### src/rtl/filter_channel_scheduler.sv
// Stereo frame scheduler: time-multiplexes one shared filter engine across the L and R
// channels, with bypass, per-channel wait timeout and sticky overrun/timeout flags.
module filter_channel_scheduler #(
    parameter int unsigned W       = 24,
    parameter int unsigned TIMEOUT = 1000
) (
    input  logic         clk,
    input  logic         reset_n,
    input  logic         smp_ready,
    input  logic [W-1:0] l_in,
    input  logic [W-1:0] r_in,
    input  logic         bypass,
    input  logic         clr_flags,
    output logic         flt_start,
    output logic [W-1:0] flt_din,
    output logic         flt_chan,
    input  logic         flt_done,
    input  logic [W-1:0] flt_dout,
    output logic [W-1:0] l_out,
    output logic [W-1:0] r_out,
    output logic         out_valid,
    output logic         busy,
    output logic         overrun,
    output logic         timeout_err
);

    localparam int unsigned CW = (TIMEOUT > 1) ? $clog2(TIMEOUT) : 1;
    localparam logic [CW-1:0] CntLast = CW'(TIMEOUT - 1);

    typedef enum logic [2:0] {
        StIdle,
        StStartL,
        StWaitL,
        StStartR,
        StWaitR
    } state_t;

    state_t        state_q, state_d;
    logic [W-1:0]  l_lat_q, l_lat_d;
    logic [W-1:0]  r_lat_q, r_lat_d;
    logic [W-1:0]  l_res_q, l_res_d;
    logic [W-1:0]  flt_din_q, flt_din_d;
    logic          flt_chan_q, flt_chan_d;
    logic [W-1:0]  l_out_q, l_out_d;
    logic [W-1:0]  r_out_q, r_out_d;
    logic          out_valid_q, out_valid_d;
    logic          overrun_q, overrun_d;
    logic          timeout_err_q, timeout_err_d;
    logic [CW-1:0] cnt_q, cnt_d;
    logic          wait_expired;
    logic          timeout_set;
    logic          overrun_set;

    assign wait_expired = (cnt_q == CntLast);

    always_comb begin
        state_d     = state_q;
        l_lat_d     = l_lat_q;
        r_lat_d     = r_lat_q;
        l_res_d     = l_res_q;
        flt_din_d   = flt_din_q;
        flt_chan_d  = flt_chan_q;
        l_out_d     = l_out_q;
        r_out_d     = r_out_q;
        out_valid_d = 1'b0;
        cnt_d       = cnt_q;
        timeout_set = 1'b0;
        overrun_set = 1'b0;

        unique case (state_q)
            StIdle: begin
                if (smp_ready) begin
                    if (bypass) begin
                        l_out_d     = l_in;
                        r_out_d     = r_in;
                        out_valid_d = 1'b1;
                    end else begin
                        l_lat_d    = l_in;
                        r_lat_d    = r_in;
                        flt_din_d  = l_in;
                        flt_chan_d = 1'b0;
                        state_d    = StStartL;
                    end
                end
            end
            StStartL: begin
                cnt_d   = '0;
                state_d = StWaitL;
            end
            StWaitL: begin
                // A done on the expiry cycle takes priority over the timeout.
                if (flt_done || wait_expired) begin
                    l_res_d     = flt_done ? flt_dout : l_lat_q;
                    timeout_set = ~flt_done;
                    flt_din_d   = r_lat_q;
                    flt_chan_d  = 1'b1;
                    state_d     = StStartR;
                end else begin
                    cnt_d = cnt_q + CW'(1);
                end
            end
            StStartR: begin
                cnt_d   = '0;
                state_d = StWaitR;
            end
            StWaitR: begin
                if (flt_done || wait_expired) begin
                    l_out_d     = l_res_q;
                    r_out_d     = flt_done ? flt_dout : r_lat_q;
                    timeout_set = ~flt_done;
                    out_valid_d = 1'b1;
                    state_d     = StIdle;
                end else begin
                    cnt_d = cnt_q + CW'(1);
                end
            end
            default: state_d = StIdle;
        endcase

        if (smp_ready && (state_q != StIdle)) begin
            overrun_set = 1'b1;
        end

        overrun_d     = overrun_set | (overrun_q & ~clr_flags);
        timeout_err_d = timeout_set | (timeout_err_q & ~clr_flags);
    end

    always_ff @(posedge clk) begin
        if (!reset_n) begin
            state_q       <= StIdle;
            l_lat_q       <= '0;
            r_lat_q       <= '0;
            l_res_q       <= '0;
            flt_din_q     <= '0;
            flt_chan_q    <= 1'b0;
            l_out_q       <= '0;
            r_out_q       <= '0;
            out_valid_q   <= 1'b0;
            overrun_q     <= 1'b0;
            timeout_err_q <= 1'b0;
            cnt_q         <= '0;
        end else begin
            state_q       <= state_d;
            l_lat_q       <= l_lat_d;
            r_lat_q       <= r_lat_d;
            l_res_q       <= l_res_d;
            flt_din_q     <= flt_din_d;
            flt_chan_q    <= flt_chan_d;
            l_out_q       <= l_out_d;
            r_out_q       <= r_out_d;
            out_valid_q   <= out_valid_d;
            overrun_q     <= overrun_d;
            timeout_err_q <= timeout_err_d;
            cnt_q         <= cnt_d;
        end
    end

    assign flt_start   = (state_q == StStartL) || (state_q == StStartR);
    assign busy        = (state_q != StIdle);
    assign flt_din     = flt_din_q;
    assign flt_chan    = flt_chan_q;
    assign l_out       = l_out_q;
    assign r_out       = r_out_q;
    assign out_valid   = out_valid_q;
    assign overrun     = overrun_q;
    assign timeout_err = timeout_err_q;

endmodule

### config.mk
export PLATFORM = sky130hd
export DESIGN_NAME = filter_channel_scheduler
export DESIGN_NICKNAME = d
export VERILOG_FILES = /design/src/rtl/filter_channel_scheduler.sv
export SDC_FILE = /design/constraint.sdc
export NUM_CORES = 1
export LEC_CHECK = 0
export BUFFER_PORTS_ARGS = -buffer_cell sky130_fd_sc_hd__buf_2
export CAP_MARGIN = 0
export CORE_ASPECT_RATIO = 1.5
export CORE_MARGIN = 5
export CORE_UTILIZATION = 30
export DETAILED_ROUTE_END_ITERATION = 16
export HOLD_SLACK_MARGIN = 0.15
export PLACE_DENSITY = 0.49
export SLEW_MARGIN = 10
export SYNTH_ARGS = -nofsm -noshare
export SYNTH_HDL_FRONTEND = slang
export SYNTH_SLANG_ARGS = --single-unit
### constraint.sdc
create_clock -name clk -period 5.1 [get_ports clk]
set_input_delay 0.51 -clock clk [delete_from_list [all_inputs] [get_ports clk]]
set_output_delay 0.51 -clock clk [all_outputs]
set_load 0.1 [all_outputs]
==> results.md <==
- Result of the run: completed
- Number of nets with antenna violations after routing: 0
- Antenna Diode Count: 0
- Async set-reset flop share out of synthesis: 0
- Residual DRC: 0
- Cell Rows: 71
- Top library cells by usage in the layout, fill and taps aside: 200 x sky130_fd_sc_hd__nand2_1, 160 x sky130_fd_sc_hd__dfxtp_1, 153 x sky130_fd_sc_hd__buf_2, 123 x sky130_fd_sc_hd__mux2i_1, 77 x sky130_fd_sc_hd__a21oi_1
- Sequential group share of total power: 0.390
- Number of gates on the worst path with buffers counted: 4
- Peak per-stage delay on the critical path: 0.94 ns
- Number of flops mapped to enable cells by yosys: 0
- Fraction of layout cells with a size suffix above 1: 0.2820
- H-tree depth: 4
- Master of the slowest instance on the critical path: sky130_fd_sc_hd__and2_1
- Post-layout power: 3621 uW
- Area of the core region: 0.02514 mm2
- Iteration-0 DRC count of the detailed router: 453
- Die width: 140.6 um
- Fraction of power spent switching nets: 0.3784
- Number of warnings printed during yosys synthesis: 0
- CP required: 5.42 ns
- Syn_area_per_cell: 9.207 um2
- Max Slew Vio Count: 0
- Clk buf depth: 2
- Critical path buffer and inverter count: 0
- Overflow left after global routing: 0
- Worst slew margin relative to its limit: 0.2107
- Top cell type by total area after synthesis: sky130_fd_sc_hd__dfxtp_1
- Worst VDD drop: 0.0002513 V
- Clock power frac: 0.344
- Max Clk Rate: 0.3376 GHz
- HP Start: r_in[19]
- Buffer count from post-CTS setup fixing: 0
- Number of cells traversed by the worst register-to-register path: 4
- Area enclosed by the die boundary: 0.02896 mm2
- Clock latency reported for the late side of the worst-skew pair: 0.43 ns
- Sequential share of the synthesized area: 0.4197
- Hold Path Sink: r_lat_q[19]$_SDFFE_PN0P_
- Synthesis-to-layout area growth: 18.82%
- Port buffer count: 155
- Post-CTS sizing: 0
- Highest fanout seen on the critical path: 27
- Tmin final: 2.962 ns
- TritonCTS clock tree: yes
- Setup violation total in the final timing report: 0
- Top flip-flop cell by instance count after synthesis: sky130_fd_sc_hd__dfxtp_1
- Post-detailed-route via-to-cell ratio: 5.016
- Vias in the first global route: 6429
- Start-to-end type of the worst setup path: flip-flop to flip-flop
- Die boundary height: 205.9 um
- Slack of the worst reg-to-reg path: 2.14 ns
- Number of distinct library cells after synthesis: 52
- Top post-synthesis cells by area: sky130_fd_sc_hd__dfxtp_1 42%, sky130_fd_sc_hd__mux2i_1 16%, sky130_fd_sc_hd__nand2_1 9.8%
- Least-Margin Pin Slew: 1.184 ns
- Wirelength, routed: 23820 um
- Startpoint type of the worst setup path: flip-flop
- End of the worst register-to-register path: flt_din[0]$_SDFFE_PN0P_
- Number of nets in the layout: 1020
- Cell area reported after detailed placement: 0.008564 mm2
- Min-Delay Path Class: input port to flip-flop
- Final hold vios: 0
- Most common cell after layout, fill and taps aside: sky130_fd_sc_hd__nand2_1
- Setup slack at placement: 2.037 ns
- Clock transition time at the flip-flop clock pins of the worst setup and hold paths: 0.07 ns
- Routability-driven placement congestion ratio: 0.7871
- Initial antenna violation count: 0
- Largest net degree at the start of global routing: 73
- Ordered cell list for the critical path: nor2_1 > and2_1 > nand2_2 > a221oi_1
- Cell count after synthesis: 834
- Initial Util: 0.3054
- Final worst clock skew: 0.01144 ns
- Nets in the synthesized netlist: 913
- Flop and latch count out of synthesis: 161
- Max capacitance violation total: 0
- Final sum of negative setup slack: 0 ns
- Number of search-and-repair iterations in the first detailed-routing pass: 5
- Inst Count DP: 1250
- Root buffer selected by CTS: sky130_fd_sc_hd__clkbuf_16
- Post-DR wirelength/cell: 18.58 um
- RSZ-0062 raised after global routing: false
- CTS sink cnt: 161
- Least setup slack across all paths after layout: 2.138 ns
- Aggregate global-route resource usage: 0.1628
- Inserted Clock Buffers: 17
- Power per unit of standard cell area: 396.8 mW/mm2
- Non-filler cells in the finished layout: 1282
- Final cycle utilization of the critical path: 0.5808
- Combinational group share of total power: 0.266
- LEAKAGE: 0.003734 uW
- Io pins: 156
- Top-area cell type share of the netlist area: 0.4197
- Endpoint arrival time on the critical path: 3.28 ns
- Global-route wire length before repair: 36650 um
- Top delay family on crit path: simple AND/OR/NAND/NOR gates
- Area of the mapped netlist: 0.007679 mm2
- # hold bufs at CTS: 0
- Number of cells on the worst hold path: 3
- Detail Placement HPWL: 15850 um
- Capturing element type of the critical path: flip-flop
- Switching power of the nets: 1370 uW
- Internal power: 2251 uW
- Origin of the critical flop-to-flop path: state_q[0]$_SDFFE_PN0P_
- Post-route cell area: 0.009124 mm2
- Via count: 6431
[stage by stage]
stage | hold WS (ns) | util
after global placement | 0.4404 | 0.3407
after detailed placement | 0.4458 | 0.3407
final | 0.3238 | 0.3629
after global routing | 0.3121 | 0.3629
after CTS | 0.3076 | 0.3629
after floorplan | 0.4357 | -
[worst register-to-register path, cell delays in order, from the launching register on]
cell                       delay (ns)
sky130_fd_sc_hd__dfxtp_1         0.46
sky130_fd_sc_hd__nor2_1          0.19
sky130_fd_sc_hd__and2_1          0.94
sky130_fd_sc_hd__nand2_2         0.77
sky130_fd_sc_hd__a221oi_1        0.49
[layer usage]
| metal | wire, um | vias up | GRT usage |
|---|---|---|---|
| met5 | 0 | - | 0 |
| met4 | 643 | 0 | 0.06198 |
| met3 | 882 | 27 | 0.02940 |
| met2 | 12660 | 154 | 0.2954 |
| met1 | 9639 | 3091 | 0.1894 |
| li1 | - | 3159 | - |
[Yosys cell counts, types with 3 or more instances]
master	instances
sky130_fd_sc_hd__dfxtp_1	161
sky130_fd_sc_hd__or3_1	5
sky130_fd_sc_hd__a221oi_1	4
sky130_fd_sc_hd__a211oi_2	20
sky130_fd_sc_hd__a211oi_1	6
sky130_fd_sc_hd__mux2i_1	123
sky130_fd_sc_hd__nor2_1	31
sky130_fd_sc_hd__nand3_1	6
sky130_fd_sc_hd__o211ai_1	25
sky130_fd_sc_hd__a221oi_2	20
sky130_fd_sc_hd__clkbuf_1	37
sky130_fd_sc_hd__a311oi_1	3
sky130_fd_sc_hd__mux2_2	24
sky130_fd_sc_hd__buf_1	3
sky130_fd_sc_hd__nor3_1	5
sky130_fd_sc_hd__inv_1	4
sky130_fd_sc_hd__nand2_1	201
sky130_fd_sc_hd__buf_2	24
sky130_fd_sc_hd__buf_6	9
sky130_fd_sc_hd__a21oi_1	77
[worst max-delay path by stage]
stage,end,start,slack [ns]
floorplan,cnt_q[8]$_SDFFE_PN0P_,state_q[2]$_SDFFE_PN0P_,3.10
global placement,flt_din[0]$_SDFFE_PN0P_,state_q[0]$_SDFFE_PN0P_,2.13
detailed placement,flt_din[0]$_SDFFE_PN0P_,state_q[0]$_SDFFE_PN0P_,2.04
CTS,flt_din[0]$_SDFFE_PN0P_,state_q[0]$_SDFFE_PN0P_,2.01
global route,flt_din[1]$_SDFFE_PN0P_,state_q[0]$_SDFFE_PN0P_,1.80
finish,flt_din[0]$_SDFFE_PN0P_,state_q[0]$_SDFFE_PN0P_,2.14
[cell type report]
class,instances,area (um2)
Tap cell,328,410.4
Clock inverter,14,130.1
Timing Repair Buffer,163,840.8
Fill cell,2623,16020
Inverter,4,17.52
Clock buffer,18,429.2
Multi-Input combinational cell,594,4071
Sequential cell,161,3224
[power groups by stage]
stage	registers (uW)	clock network (uW)	logic, uW
after detailed placement	1440	0	977
after global placement	1440	0	972
after CTS	1410	1280	978
after floorplan	1840	0	374
after global routing	1420	1330	1020
final	1410	1250	964
[kinds of logic after synthesis]
kind of cell | after synthesis | share of synthesized area
AOI/OAI and AO/OA | 172 | 0.1778
xor gates and xnor gates | 2 | 0.002282
adders and majority gates | 1 | 0.001629
buffers and inverters | 79 | 0.05231
DFF | 161 | 0.4197
muxes | 147 | 0.1955
and+or+nand+nor | 272 | 0.1507
[state kept, by name, indices dropped and copies added, names as in the netlist]
| signal | flops |
|---|---|
| r_lat_q | 24 |
| overrun | 1 |
| l_res_q | 24 |
| l_lat_q | 24 |
| out_valid | 1 |
| flt_din | 24 |
| cnt_q | 10 |
| l_out | 24 |
| timeout_err | 1 |
| state_q | 3 |
| flt_chan | 1 |
| r_out | 24 |
Power figures use the tool's default switching activity.
